==> src/rtl/pmem_pkg.sv <==
// Shared types for the fetch/load-store memory arbiter: FSM states, owners, default widths.
package pmem_pkg;

    localparam int DEF_ADDR_W = 64;
    localparam int DEF_DATA_W = 64;

    typedef enum logic [1:0] {
        S_IDLE = 2'd0,
        S_REQ  = 2'd1,
        S_WAIT = 2'd2
    } state_t;

    typedef enum logic {
        OWN_IF = 1'b0,
        OWN_LS = 1'b1
    } owner_t;

endpackage

==> src/rtl/pmem_arbiter_if.sv <==
// Bus bundle between the two requesters, the arbiter and the single memory port.
interface pmem_arbiter_if #(
    parameter int ADDR_W = pmem_pkg::DEF_ADDR_W,
    parameter int DATA_W = pmem_pkg::DEF_DATA_W
);
    logic                  if_req_valid;
    logic                  if_req_ready;
    logic [ADDR_W-1:0]     if_addr;
    logic                  if_resp_valid;

    logic                  ls_req_valid;
    logic                  ls_req_ready;
    logic [ADDR_W-1:0]     ls_addr;
    logic                  ls_wen;
    logic [DATA_W-1:0]     ls_wdata;
    logic [DATA_W/8-1:0]   ls_wmask;
    logic                  ls_resp_valid;

    logic [DATA_W-1:0]     resp_rdata;

    logic                  mem_req_valid;
    logic                  mem_req_ready;
    logic [ADDR_W-1:0]     mem_addr;
    logic                  mem_wen;
    logic [DATA_W-1:0]     mem_wdata;
    logic [DATA_W/8-1:0]   mem_wmask;
    logic                  mem_resp_valid;
    logic [DATA_W-1:0]     mem_rdata;

    // Arbiter side.
    modport slave (
        input  if_req_valid, if_addr,
        input  ls_req_valid, ls_addr, ls_wen, ls_wdata, ls_wmask,
        input  mem_req_ready, mem_resp_valid, mem_rdata,
        output if_req_ready, if_resp_valid,
        output ls_req_ready, ls_resp_valid, resp_rdata,
        output mem_req_valid, mem_addr, mem_wen, mem_wdata, mem_wmask
    );

    // Environment side: requesters plus memory model.
    modport master (
        output if_req_valid, if_addr,
        output ls_req_valid, ls_addr, ls_wen, ls_wdata, ls_wmask,
        output mem_req_ready, mem_resp_valid, mem_rdata,
        input  if_req_ready, if_resp_valid,
        input  ls_req_ready, ls_resp_valid, resp_rdata,
        input  mem_req_valid, mem_addr, mem_wen, mem_wdata, mem_wmask
    );

endinterface

==> src/rtl/rr_arb2.sv <==
// Two-way round-robin grant; req[0]/gnt[0] is fetch, req[1]/gnt[1] is load/store.
module rr_arb2 (
    input  logic       clk,
    input  logic       rst,
    input  logic [1:0] req,
    input  logic       en,
    output logic [1:0] gnt
);

    // Set when load/store won the last grant; cleared so the first tie goes to load/store.
    logic last_ls;

    always_comb begin
        gnt = req;
        if (req == 2'b11) begin
            gnt = last_ls ? 2'b01 : 2'b10;
        end
    end

    always_ff @(posedge clk) begin
        if (rst) begin
            last_ls <= 1'b0;
        end else if (en && (gnt != 2'b00)) begin
            last_ls <= gnt[1];
        end
    end

endmodule

==> src/rtl/pmem_arbiter.sv <==
// Shares one memory port between fetch and load/store, one outstanding transaction at a time.
module pmem_arbiter
    import pmem_pkg::*;
#(
    parameter int ADDR_W = DEF_ADDR_W,
    parameter int DATA_W = DEF_DATA_W
) (
    input  logic            clk,
    input  logic            rst,
    pmem_arbiter_if.slave   bus
);

    localparam int MASK_W = DATA_W / 8;

    state_t              state;
    owner_t              owner;
    logic [1:0]          req;
    logic [1:0]          gnt;
    logic                idle;
    logic                done;
    logic [ADDR_W-1:0]   addr_q;
    logic                wen_q;
    logic [DATA_W-1:0]   wdata_q;
    logic [MASK_W-1:0]   wmask_q;

    assign idle = (state == S_IDLE);
    assign req  = {bus.ls_req_valid, bus.if_req_valid};

    rr_arb2 u_arb (
        .clk (clk),
        .rst (rst),
        .req (req),
        .en  (idle),
        .gnt (gnt)
    );

    assign bus.if_req_ready  = idle & gnt[0];
    assign bus.ls_req_ready  = idle & gnt[1];

    assign bus.mem_req_valid = (state == S_REQ);
    assign bus.mem_addr      = addr_q;
    assign bus.mem_wen       = wen_q;
    assign bus.mem_wdata     = wdata_q;
    assign bus.mem_wmask     = wmask_q;

    // Completions outside WAIT are stray pulses and never reach a requester.
    assign done              = (state == S_WAIT) & bus.mem_resp_valid;
    assign bus.if_resp_valid = done & (owner == OWN_IF);
    assign bus.ls_resp_valid = done & (owner == OWN_LS);
    assign bus.resp_rdata    = done ? bus.mem_rdata : '0;

    always_ff @(posedge clk) begin
        if (rst) begin
            state   <= S_IDLE;
            owner   <= OWN_LS;
            addr_q  <= '0;
            wen_q   <= 1'b0;
            wdata_q <= '0;
            wmask_q <= '0;
        end else begin
            case (state)
                S_IDLE: begin
                    if (gnt[1]) begin
                        owner   <= OWN_LS;
                        addr_q  <= bus.ls_addr;
                        wen_q   <= bus.ls_wen;
                        wdata_q <= bus.ls_wdata;
                        wmask_q <= bus.ls_wmask;
                        state   <= S_REQ;
                    end else if (gnt[0]) begin
                        owner   <= OWN_IF;
                        addr_q  <= bus.if_addr;
                        wen_q   <= 1'b0;
                        wdata_q <= '0;
                        wmask_q <= '0;
                        state   <= S_REQ;
                    end
                end
                S_REQ: begin
                    if (bus.mem_req_ready) begin
                        state <= S_WAIT;
                    end
                end
                S_WAIT: begin
                    if (bus.mem_resp_valid) begin
                        state <= S_IDLE;
                    end
                end
                default: state <= S_IDLE;
            endcase
        end
    end

endmodule
==> src/flat_wrapper.sv <==
// flat-port wrapper written by rule: the top's interface ports become plain ports
module pmem_arbiter_flat import pmem_pkg::*;
#(
    parameter int ADDR_W = DEF_ADDR_W,
    parameter int DATA_W = DEF_DATA_W
)
  (clk, rst, bus_if_req_valid, bus_if_addr, bus_ls_req_valid, bus_ls_addr, bus_ls_wen, bus_ls_wdata, bus_ls_wmask, bus_mem_req_ready, bus_mem_resp_valid, bus_mem_rdata, bus_if_req_ready, bus_if_resp_valid, bus_ls_req_ready, bus_ls_resp_valid, bus_resp_rdata, bus_mem_req_valid, bus_mem_addr, bus_mem_wen, bus_mem_wdata, bus_mem_wmask);
  pmem_arbiter_if #(.ADDR_W(ADDR_W), .DATA_W(DATA_W)) bus_i ();
  input  logic clk;
  input  logic rst;
  input wire logic [$bits(bus_i.if_req_valid)-1:0] bus_if_req_valid;
  input wire logic [$bits(bus_i.if_addr)-1:0] bus_if_addr;
  input wire logic [$bits(bus_i.ls_req_valid)-1:0] bus_ls_req_valid;
  input wire logic [$bits(bus_i.ls_addr)-1:0] bus_ls_addr;
  input wire logic [$bits(bus_i.ls_wen)-1:0] bus_ls_wen;
  input wire logic [$bits(bus_i.ls_wdata)-1:0] bus_ls_wdata;
  input wire logic [$bits(bus_i.ls_wmask)-1:0] bus_ls_wmask;
  input wire logic [$bits(bus_i.mem_req_ready)-1:0] bus_mem_req_ready;
  input wire logic [$bits(bus_i.mem_resp_valid)-1:0] bus_mem_resp_valid;
  input wire logic [$bits(bus_i.mem_rdata)-1:0] bus_mem_rdata;
  output wire logic [$bits(bus_i.if_req_ready)-1:0] bus_if_req_ready;
  output wire logic [$bits(bus_i.if_resp_valid)-1:0] bus_if_resp_valid;
  output wire logic [$bits(bus_i.ls_req_ready)-1:0] bus_ls_req_ready;
  output wire logic [$bits(bus_i.ls_resp_valid)-1:0] bus_ls_resp_valid;
  output wire logic [$bits(bus_i.resp_rdata)-1:0] bus_resp_rdata;
  output wire logic [$bits(bus_i.mem_req_valid)-1:0] bus_mem_req_valid;
  output wire logic [$bits(bus_i.mem_addr)-1:0] bus_mem_addr;
  output wire logic [$bits(bus_i.mem_wen)-1:0] bus_mem_wen;
  output wire logic [$bits(bus_i.mem_wdata)-1:0] bus_mem_wdata;
  output wire logic [$bits(bus_i.mem_wmask)-1:0] bus_mem_wmask;
  assign bus_i.if_req_valid = bus_if_req_valid;
  assign bus_i.if_addr = bus_if_addr;
  assign bus_i.ls_req_valid = bus_ls_req_valid;
  assign bus_i.ls_addr = bus_ls_addr;
  assign bus_i.ls_wen = bus_ls_wen;
  assign bus_i.ls_wdata = bus_ls_wdata;
  assign bus_i.ls_wmask = bus_ls_wmask;
  assign bus_i.mem_req_ready = bus_mem_req_ready;
  assign bus_i.mem_resp_valid = bus_mem_resp_valid;
  assign bus_i.mem_rdata = bus_mem_rdata;
  assign bus_if_req_ready = bus_i.if_req_ready;
  assign bus_if_resp_valid = bus_i.if_resp_valid;
  assign bus_ls_req_ready = bus_i.ls_req_ready;
  assign bus_ls_resp_valid = bus_i.ls_resp_valid;
  assign bus_resp_rdata = bus_i.resp_rdata;
  assign bus_mem_req_valid = bus_i.mem_req_valid;
  assign bus_mem_addr = bus_i.mem_addr;
  assign bus_mem_wen = bus_i.mem_wen;
  assign bus_mem_wdata = bus_i.mem_wdata;
  assign bus_mem_wmask = bus_i.mem_wmask;
  pmem_arbiter #(.ADDR_W(ADDR_W), .DATA_W(DATA_W)) u_core (.clk(clk), .rst(rst), .bus(bus_i));
endmodule
==> config.mk <==
export PLATFORM = sky130hd
export DESIGN_NAME = pmem_arbiter_flat
export DESIGN_NICKNAME = d
export VERILOG_FILES = /design/src/rtl/pmem_pkg.sv /design/src/rtl/pmem_arbiter_if.sv /design/src/rtl/rr_arb2.sv /design/src/rtl/pmem_arbiter.sv /design/src/flat_wrapper.sv
export SDC_FILE = /design/constraint.sdc
export NUM_CORES = 1
export LEC_CHECK = 0
export ABC_CLOCK_PERIOD_IN_PS = 1800
export CAP_MARGIN = 20
export CORE_AREA = 2 2 185 187
export CTS_CLUSTER_SIZE = 25
export DETAILED_ROUTE_END_ITERATION = 6
export DIE_AREA = 0 0 187 189
export PLACE_DENSITY_LB_ADDON = 0.25
export SLEW_MARGIN = 20
export SYNTH_ARGS = -nofsm -noshare
export SYNTH_HDL_FRONTEND = slang
export SYNTH_SLANG_ARGS = --single-unit
==> constraint.sdc <==
create_clock -name clk -period 1.8 [get_ports clk]
set_input_delay 0.27 -clock clk [delete_from_list [all_inputs] [get_ports clk]]
set_output_delay 0.27 -clock clk [all_outputs]
set_load 0.05 [all_outputs]
Word-level counts from Yosys, hierarchy flattened
Index checks and enable logic that the tools add are counted.

Memories kept: 0. Register bits after elaboration: 141. Output and inout port bits: 206. Bits in read-only memories: 0. Bits in latches: 0. Memory bits (writable): 0. Logic and storage cells: 41.

Order comparisons: 0. Equal/unequal tests: 6. Bitwise logic cells: 6. Multipliers: 0. Reductions and logical operators: 5. Multiplexer cells: 17. Divide/modulo/power cells: 0. Shift-type cells: 0. Add/subtract/negate cells: 0.

Operator list (number): 2-to-1 mux 64 bit (5); 2-to-1 mux 8 bit (2); 2-to-1 mux 2 bit (6); one-hot mux 2 bit (3 select lines) (1); AND 1 bit (5); equality test 2 bit, second input constant (2); != test 2 bit, second input constant (2); 2-to-1 mux 1 bit (3); != test 3 x 1 -> 1 bit, second input constant (1); AND reduction 3 bit (1); equality test 2 x 1 -> 1 bit, second input constant (1); logical NOT 2 bit (1); AND reduction 2 bit (1); nonzero test 2 bit (1); logical AND 1 bit (1); inverter 1 bit (1).

Depth between registers and ports, before layout
Gate-level depths: netlist of the first run.

Word-level depth: 5. Depth in mapped cells: 6. Mapped depth without buffers: 3.

By module
A second synthesis of the first run with hierarchy kept.

Cell total of the unflattened synthesis: 716. Area total of the unflattened synthesis: 6491.2 µm².

By module, submodules not included: pmem_arbiter (instances 1, area an instance 6426.2 µm², sequential area each 2802.7 µm², cells each 709); rr_arb2 (instances 1, area an instance 65.1 µm², sequential area each 20.0 µm², cells each 7).

Worst setup path after synthesis of the first run
Ideal clock, no wire load.

Path type: register -> output. From: reg u_core.u_arb.last_ls. To: out bus_ls_req_ready. Arrival time: 1756 ps. Data required time: 1530 ps. Slack: -226 ps. Cell stages (with the launch flop): 4. Path buffers: 1. Cells stage by stage: dfxtp_1 a21bo_2 clkbuf_1 nor3_1.

Longest elaborated chain between the ends: 3.

RTL lines: start, declared (line rr_arb2.sv:11) `logic last_ls;`; start signal, assigned (line rr_arb2.sv:24) `last_ls <= gnt[1];`; 2-to-1 mux 2 bit (line rr_arb2.sv:16) `gnt = last_ls ? 2'b01 : 2'b10;`; 2-to-1 mux 2 bit (line rr_arb2.sv:15) `if (req == 2'b11) begin`; AND 1 bit (line pmem_arbiter.sv:38) `assign bus.ls_req_ready = idle & gnt[1];`; end, declared (line flat_wrapper.sv:23) `output wire logic [$bits(bus_i.ls_req_ready)-1:0] bus_ls_req_ready;`.

Every way passes these cells.

Worst setup path after layout of the first run
From: reg u_core.state[0]. To: out bus_resp_rdata[53].

Longest elaborated chain between the ends: 3.

RTL lines: start, declared (line pmem_arbiter.sv:15) `state_t state;`; start signal, assigned (line pmem_arbiter.sv:54) `state <= S_IDLE;`; start signal, assigned (line pmem_arbiter.sv:69) `state <= S_REQ;`; start signal, assigned (line pmem_arbiter.sv:76) `state <= S_REQ;`; equality test 2 bit (line pmem_arbiter.sv:47) `assign done = (state == S_WAIT) & bus.mem_resp_valid;`; AND 1 bit (line pmem_arbiter.sv:47); 2-to-1 mux 64 bit (line pmem_arbiter.sv:50) `assign bus.resp_rdata = done ? bus.mem_rdata : '0;`; end, declared (line flat_wrapper.sv:25) `output wire logic [$bits(bus_i.resp_rdata)-1:0] bus_resp_rdata;`.

Every way passes these cells.

==> out/results.tsv, run 1 <==
metric	value	unit
max_freq	527	MHz
yosys-top-cells-area	dfxtp_1 45%, a311oi_2 15%, a22o_1 10%	
vias	6646	
p_seq_share	33.4	%
critPathKind	flip-flop to output port	
die_x	187	um
cts.sinks	141	
worstSetupEndpointType	output port	
cp.required	1530	ps
netlist_area	6210	um^2
finalPower	10700	uW
finalMaxSlewViolations	0	
hold_end	u_core.bus.mem_addr[55]	
clkPwrFrac	33.5	%
yosys.area.top_type	dfxtp_1	
p_per_area	833	nW/um^2
tightest_slew	513	ps
start_util	18.7	%
synth_top_cell_area_share	45.4	%
hold_viol	0	
r2r-end	u_core.bus.mem_addr[56]	
grt_pass1_wl	42600	um
worstPathCellList	and3b_2 -> buf_12 -> clkbuf_16 -> and2_4 -> buf_12	
r2r_slack	160	ps
fin_skew	6.99	ps
whs_path_depth	2	
power_switching	3850	uW
portBuffers	476	
rows	67	
synth.net_count	897	
drive_gt1_share	30.7	%
grt_pass1_vias	6737	
final_area	12900	um^2
dieArea	35300	um^2
hold_path.class	input port to flip-flop	
crit_family	buffers and inverters	
slew_headroom	65.9	%
cts_tree	yes	
route.detailed.wl_per_inst	18.3	um
coreArea	33300	um^2
initialDrtViolationCount	231	
gr-total-overflow	0	
numCtsBuffers	17	
max_stage_delay	340	ps
max-vdd-ir-drop	0.596	mV
status	finished with violations	
detail_route.vias_per_cell	4.25	
syn_area_per_cell	9.92	um^2
period_minus_slack	1900	ps
syn_inst	626	
p_leak	0.00539	uW
layout_setup_ws	-97.1	ps
dp_hpwl	21200	um
htree_levels	4	
clockBufferDepth	2	
antenna_found_initial	2	
finalCritPeriodShare	105	%
root_buffer	clkbuf_16	
chipHeight	189	um
dpl-instance-area	12100	um^2
track_usage	15.7	%
areaGrowthSynthToFinish	107	%
ff2ff_path_depth	7	
path_buf_inv	3	
grt_start_max_net_pins	52	
finalNetCount	1370	
start_kind	flip-flop	
place_ws	-239	ps
critPathMostFrequentCell	buf_12	
worstPathMaxFanout	12	
layoutNonFillerInstCount	1562	
dr.pass1.iters	5	
yosysUniqueCellTypes	30	
violations	setup timing	
yosys_warnings	0	
boundaryPins	477	
power.share.switching	35.9	%
cts_hold_buf	0	
arrival	1630	ps
yosysSeqAreaShare	45.4	%
clock_latency	430	ps
slowest_stage	dfxtp_4	
dpl.cell_count	1518	
gp_congestion	0.809	
post-route-drc-count	0	
rsz0062_at_grt	true	
r2r-start	u_core.state[0]	
setup_violations	65	
intPower	6870	uW
ant_nets	0	
maxCapViolCount	0	
combPwrFrac	33.0	%
drt-total-wl	28600	um
hp-start	rst	
synth_seq_cells	141	
clk_transition_reported_paths	60	ps
## logic make-up after synthesis
| group | after synthesis | synth area share (%) |
|---|---|---|
| AOI/OAI and AO/OA | 211 | 31.8 |
| and+or+nand+nor | 208 | 15.9 |
| DFF | 141 | 45.4 |
| buffers and inverters | 66 | 6.91 |
## layer usage
metal / up-vias / routed length [um] / track usage (%)
met5: - / 0 / 0
met4: 0 / 337 / 4.58
met3: 16 / 2070 / 5.17
met2: 269 / 14200 / 27.1
met1: 3145 / 12000 / 18.6
li1: 3216 / - / -
## layout by cell type, fill, tap and decap left out, drive strengths merged
cell           synthesis  layout
nor2                   3       3
o21bai                 1       1
clkinvlp               0       1
nor2b                  2       2
a22oi                  1       1
diode                  0       2
inv                    0       7
and3b                  1       1
a22o                  73      73
clkinv                 0       5
clkdlybuf4s50          0     267
nor3                   1       1
dlygate4sd2            0      80
nand3b                 1       1
and2                  66      66
dfxtp                141     141
a21boi                 1       1
a311oi                64      64
or2                    1       1
a21oi                 69      69
nand2b                 1       1
and3                   2       2
a21bo                  2       2
clkbuf                21      20
bufinv                 0       1
buf                   45     171
or2b                   1       1
nand2                129     129
## timing repair
action | 4_1_cts | 5_1_grt
gates cloned | 1 | 2
pin swaps | 2 | 0
gates resized for setup | 150 | 8
buffers inserted | 7 | 1
setup endpoints to repair | 146 | 67
## stage by stage
step                TNS, ps  hold slack, ps  util, %
floorplan                 0             395        -
global placement     -22050             460     36.2
detailed placement   -28010             463     36.2
CTS                   -6810             160     38.5
global route          -8580             174     38.7
finish                -4380             181     38.7
## flip-flops by register name, summed over array words and instances (netlist names)
signal	count
u_core.bus.mem_addr	64
u_core.bus.mem_wdata	64
u_core.bus.mem_wen	1
u_core.bus.mem_wmask	8
u_core.owner	1
u_core.state	2
u_core.u_arb.last_ls	1
## power by group through the flow
stage	registers, uW	logic, uW	clock network [uW]
2_1_floorplan	4620	1080	0
3_3_place_gp	3660	3570	0
3_5_place_dp	3660	3590	0
4_1_cts	3580	3560	3730
5_1_grt	3620	3720	3840
6_report	3580	3540	3590
## final cells by class
cell class | count | area [um^2]
multi-input cells | 419 | 3150
fillers | 3373 | 20400
flip-flops and latches | 141 | 2830
well taps | 448 | 561
repair buffers | 520 | 5730
diodes | 2 | 5.00
clock inverters | 14 | 151
clock buffers | 18 | 439
## worst max path at each step
stage / slack (ps) / start / to / depth (start not counted)
3_5_place_dp: -240 / bus_if_req_valid / u_core.bus.mem_addr[49] / 5
3_3_place_gp: -170 / bus_if_req_valid / u_core.bus.mem_wdata[17] / 5
6_report: -100 / u_core.state[0] / bus_resp_rdata[53] / 5
2_1_floorplan: 30 / u_core.state[1] / bus_resp_rdata[16] / 4
4_1_cts: -140 / u_core.state[0] / bus_resp_rdata[51] / 5
5_1_grt: -160 / u_core.state[0] / bus_resp_rdata[54] / 5
## cells in the mapped netlist
cell type and count:
buf_6 9, buf_12 2, buf_4 1, a21boi_0 1, dfxtp_1 141, or2_1 1
nand2_1 129, buf_2 26, or2b_1 1, nand3b_1 1, nor2b_1 2, nor2_1 2
buf_8 4, a311oi_1 4, a22o_1 73, and2_1 65, and2_4 1, nor2_4 1
a21bo_2 2, nand2b_1 1, and3b_1 1, a21oi_1 68, buf_1 3, a22oi_1 1
o21bai_1 1, clkbuf_1 21, and3_1 2, a311oi_2 60, a21oi_4 1, nor3_1 1
Note: power is estimated with default switching activity, not from simulation.
==> inputs of run 2 (changes only) <==
--- a/config.mk
+++ b/config.mk
@@ -12,6 +12,7 @@
 export DETAILED_ROUTE_END_ITERATION = 6
 export DIE_AREA = 0 0 187 189
 export PLACE_DENSITY_LB_ADDON = 0.25
+export REMOVE_ABC_BUFFERS = 1
 export SLEW_MARGIN = 20
 export SYNTH_ARGS = -nofsm -noshare
 export SYNTH_HDL_FRONTEND = slang
==> out/results.tsv, run 2 (synthesis gave the netlist of run 1 again) <==
metric	value	unit	change
status	finished with violations		unchanged
violations	setup timing		unchanged
clock_latency	420	ps	was 430 ps
place_ws	-116	ps	was -239 ps
final_area	12700	um^2	was 12900 um^2
ant_nets	0		unchanged
cts.sinks	141		unchanged
root_buffer	clkbuf_16		unchanged
cts_hold_buf	0		unchanged
detail_route.vias_per_cell	4.25		about the same
setup_violations	68		was 65
numCtsBuffers	17		unchanged
worstSetupEndpointType	output port		unchanged
chipHeight	189	um	unchanged
grt_start_max_net_pins	61		was 52
route.detailed.wl_per_inst	19.0	um	was 18.3 um
final_cell_mix	269 x clkdlybuf4s50_1, 139 x dfxtp_1, 129 x nand2_1		was 267 x clkdlybuf4s50_1, 139 x dfxtp_1, 129 x nand2_1
layout_setup_ws	-159	ps	was -97.1 ps
post-route-drc-count	0		unchanged
finalNetCount	1359		was 1370
rsz0062_at_grt	true		unchanged
period_minus_slack	1960	ps	was 1900 ps
hold_viol	0		unchanged
gp_congestion	0.823		was 0.809
clockBufferDepth	2		unchanged
worstPathMaxFanout	8		was 12
dpl-instance-area	12000	um^2	was 12100 um^2
finalMaxSlewViolations	0		unchanged
die_x	187	um	unchanged
arrival	1690	ps	was 1630 ps
drt-total-wl	29400	um	was 28600 um
p_per_area	837	nW/um^2	was 833 nW/um^2
areaGrowthSynthToFinish	105	%	was 107%
antenna_found_initial	4		was 2
start_kind	flip-flop		unchanged
finalCritPeriodShare	109	%	was 105%
hold_path.class	input port to flip-flop		unchanged
gr-total-overflow	0		unchanged
hold_ws	315	ps	was 181 ps
cts_tree	yes		unchanged
grt_pass1_vias	6549		was 6737
dieArea	35300	um^2	unchanged
track_usage	16.0	%	was 15.7%
initialDrtViolationCount	210		was 231
maxCapViolCount	0		unchanged
fill_cells	3320		was 3373
tns	-8320	ps	was -4380 ps
cp.required	1530	ps	about the same
insertedDiodeCount	0		was 2
rows	67		unchanged
clk_transition_reported_paths	70	ps	was 60 ps
vias	6580		was 6646
dp_hpwl	21800	um	was 21200 um
max_freq	511	MHz	was 527 MHz
start_util	18.7	%	unchanged
slew_headroom	64.3	%	was 65.9%
boundaryPins	477		unchanged
p_leak	0.00525	uW	was 0.00539 uW
critPathKind	flip-flop to output port		unchanged
coreArea	33300	um^2	unchanged
layout_commonest_cell	clkdlybuf4s50_1		unchanged
dr.pass1.iters	4		was 5
fin_skew	6.36	ps	was 6.99 ps
portBuffers	476		unchanged
tightest_slew	537	ps	was 513 ps
max-vdd-ir-drop	0.582	mV	was 0.596 mV
grt_pass1_wl	43400	um	was 42600 um
drive_gt1_share	32.3	%	was 30.7%
htree_levels	4		unchanged
[run 2: repair_timing]
item                       in CTS  in global routing
setup endpoints to repair     120                 68
pin swaps                       0                 12
buffers inserted                0                  1
resized for setup              93                 33
gates cloned                    1                  2
[run 2: path summary, 6_finish.rpt]
check / from / slack, ps / depth (start not counted) / end
setup / recovery: u_core.state[0] / -160 / 5 / bus_resp_rdata[31]
hold / removal: rst / 310 / 3 / u_core.state[0]
setup reg to reg: u_core.state[1] / 240 / 5 / u_core.bus.mem_wmask[3]
hold reg to reg: u_core.bus.mem_wdata[49] / 470 / 1 / u_core.bus.mem_wdata[49]
[run 2: stage by stage]
| step | cells | utilization (%) | power, uW |
|---|---|---|---|
| 5_1_grt | 1549 | 38.2 | 11100 |
| 2_1_floorplan | 560 | - | 5530 |
| 3_3_place_gp | 1513 | 35.9 | 7240 |
| 4_1_cts | 1546 | 37.8 | 10800 |
| 3_5_place_dp | 1513 | 35.9 | 7250 |
| 6_report | 1549 | 38.2 | 10700 |
[run 2: cell type report]
| type | instances | area (um^2) | share of cell area [%] |
|---|---|---|---|
| Multi-Input combinational cell | 419 | 3150 | 24.7 |
| Clock inverter | 14 | 146 | 1.15 |
| Tap cell | 448 | 561 | 4.40 |
| Sequential cell | 141 | 2830 | 22.2 |
| Clock buffer | 18 | 429 | 3.37 |
| Timing Repair Buffer | 509 | 5620 | 44.1 |
[run 2: critical path: stages, from the launching register on]
cell,delay [ps]
dfxtp_4,370
and3b_2,300
buf_12,140
buf_6,150
and2_4,160
buf_12,130
[run 2: metal layers]
layer  share of wire (%)  global-route usage [%]  wire [um]
met5                0.20                       0         59
met4                 1.2                    3.79        340
met3                 7.8                    6.30       2290
met2                  47                    26.2      13800
met1                  44                    19.8      12900
[run 2: where the power goes]
part           internal, uW  switching (uW)  total, uW  leakage (uW)
Clock                  1960            1560       3520      0.000277
Combinational          1460            2100       3550       0.00381
Sequential             3420             165       3580       0.00116
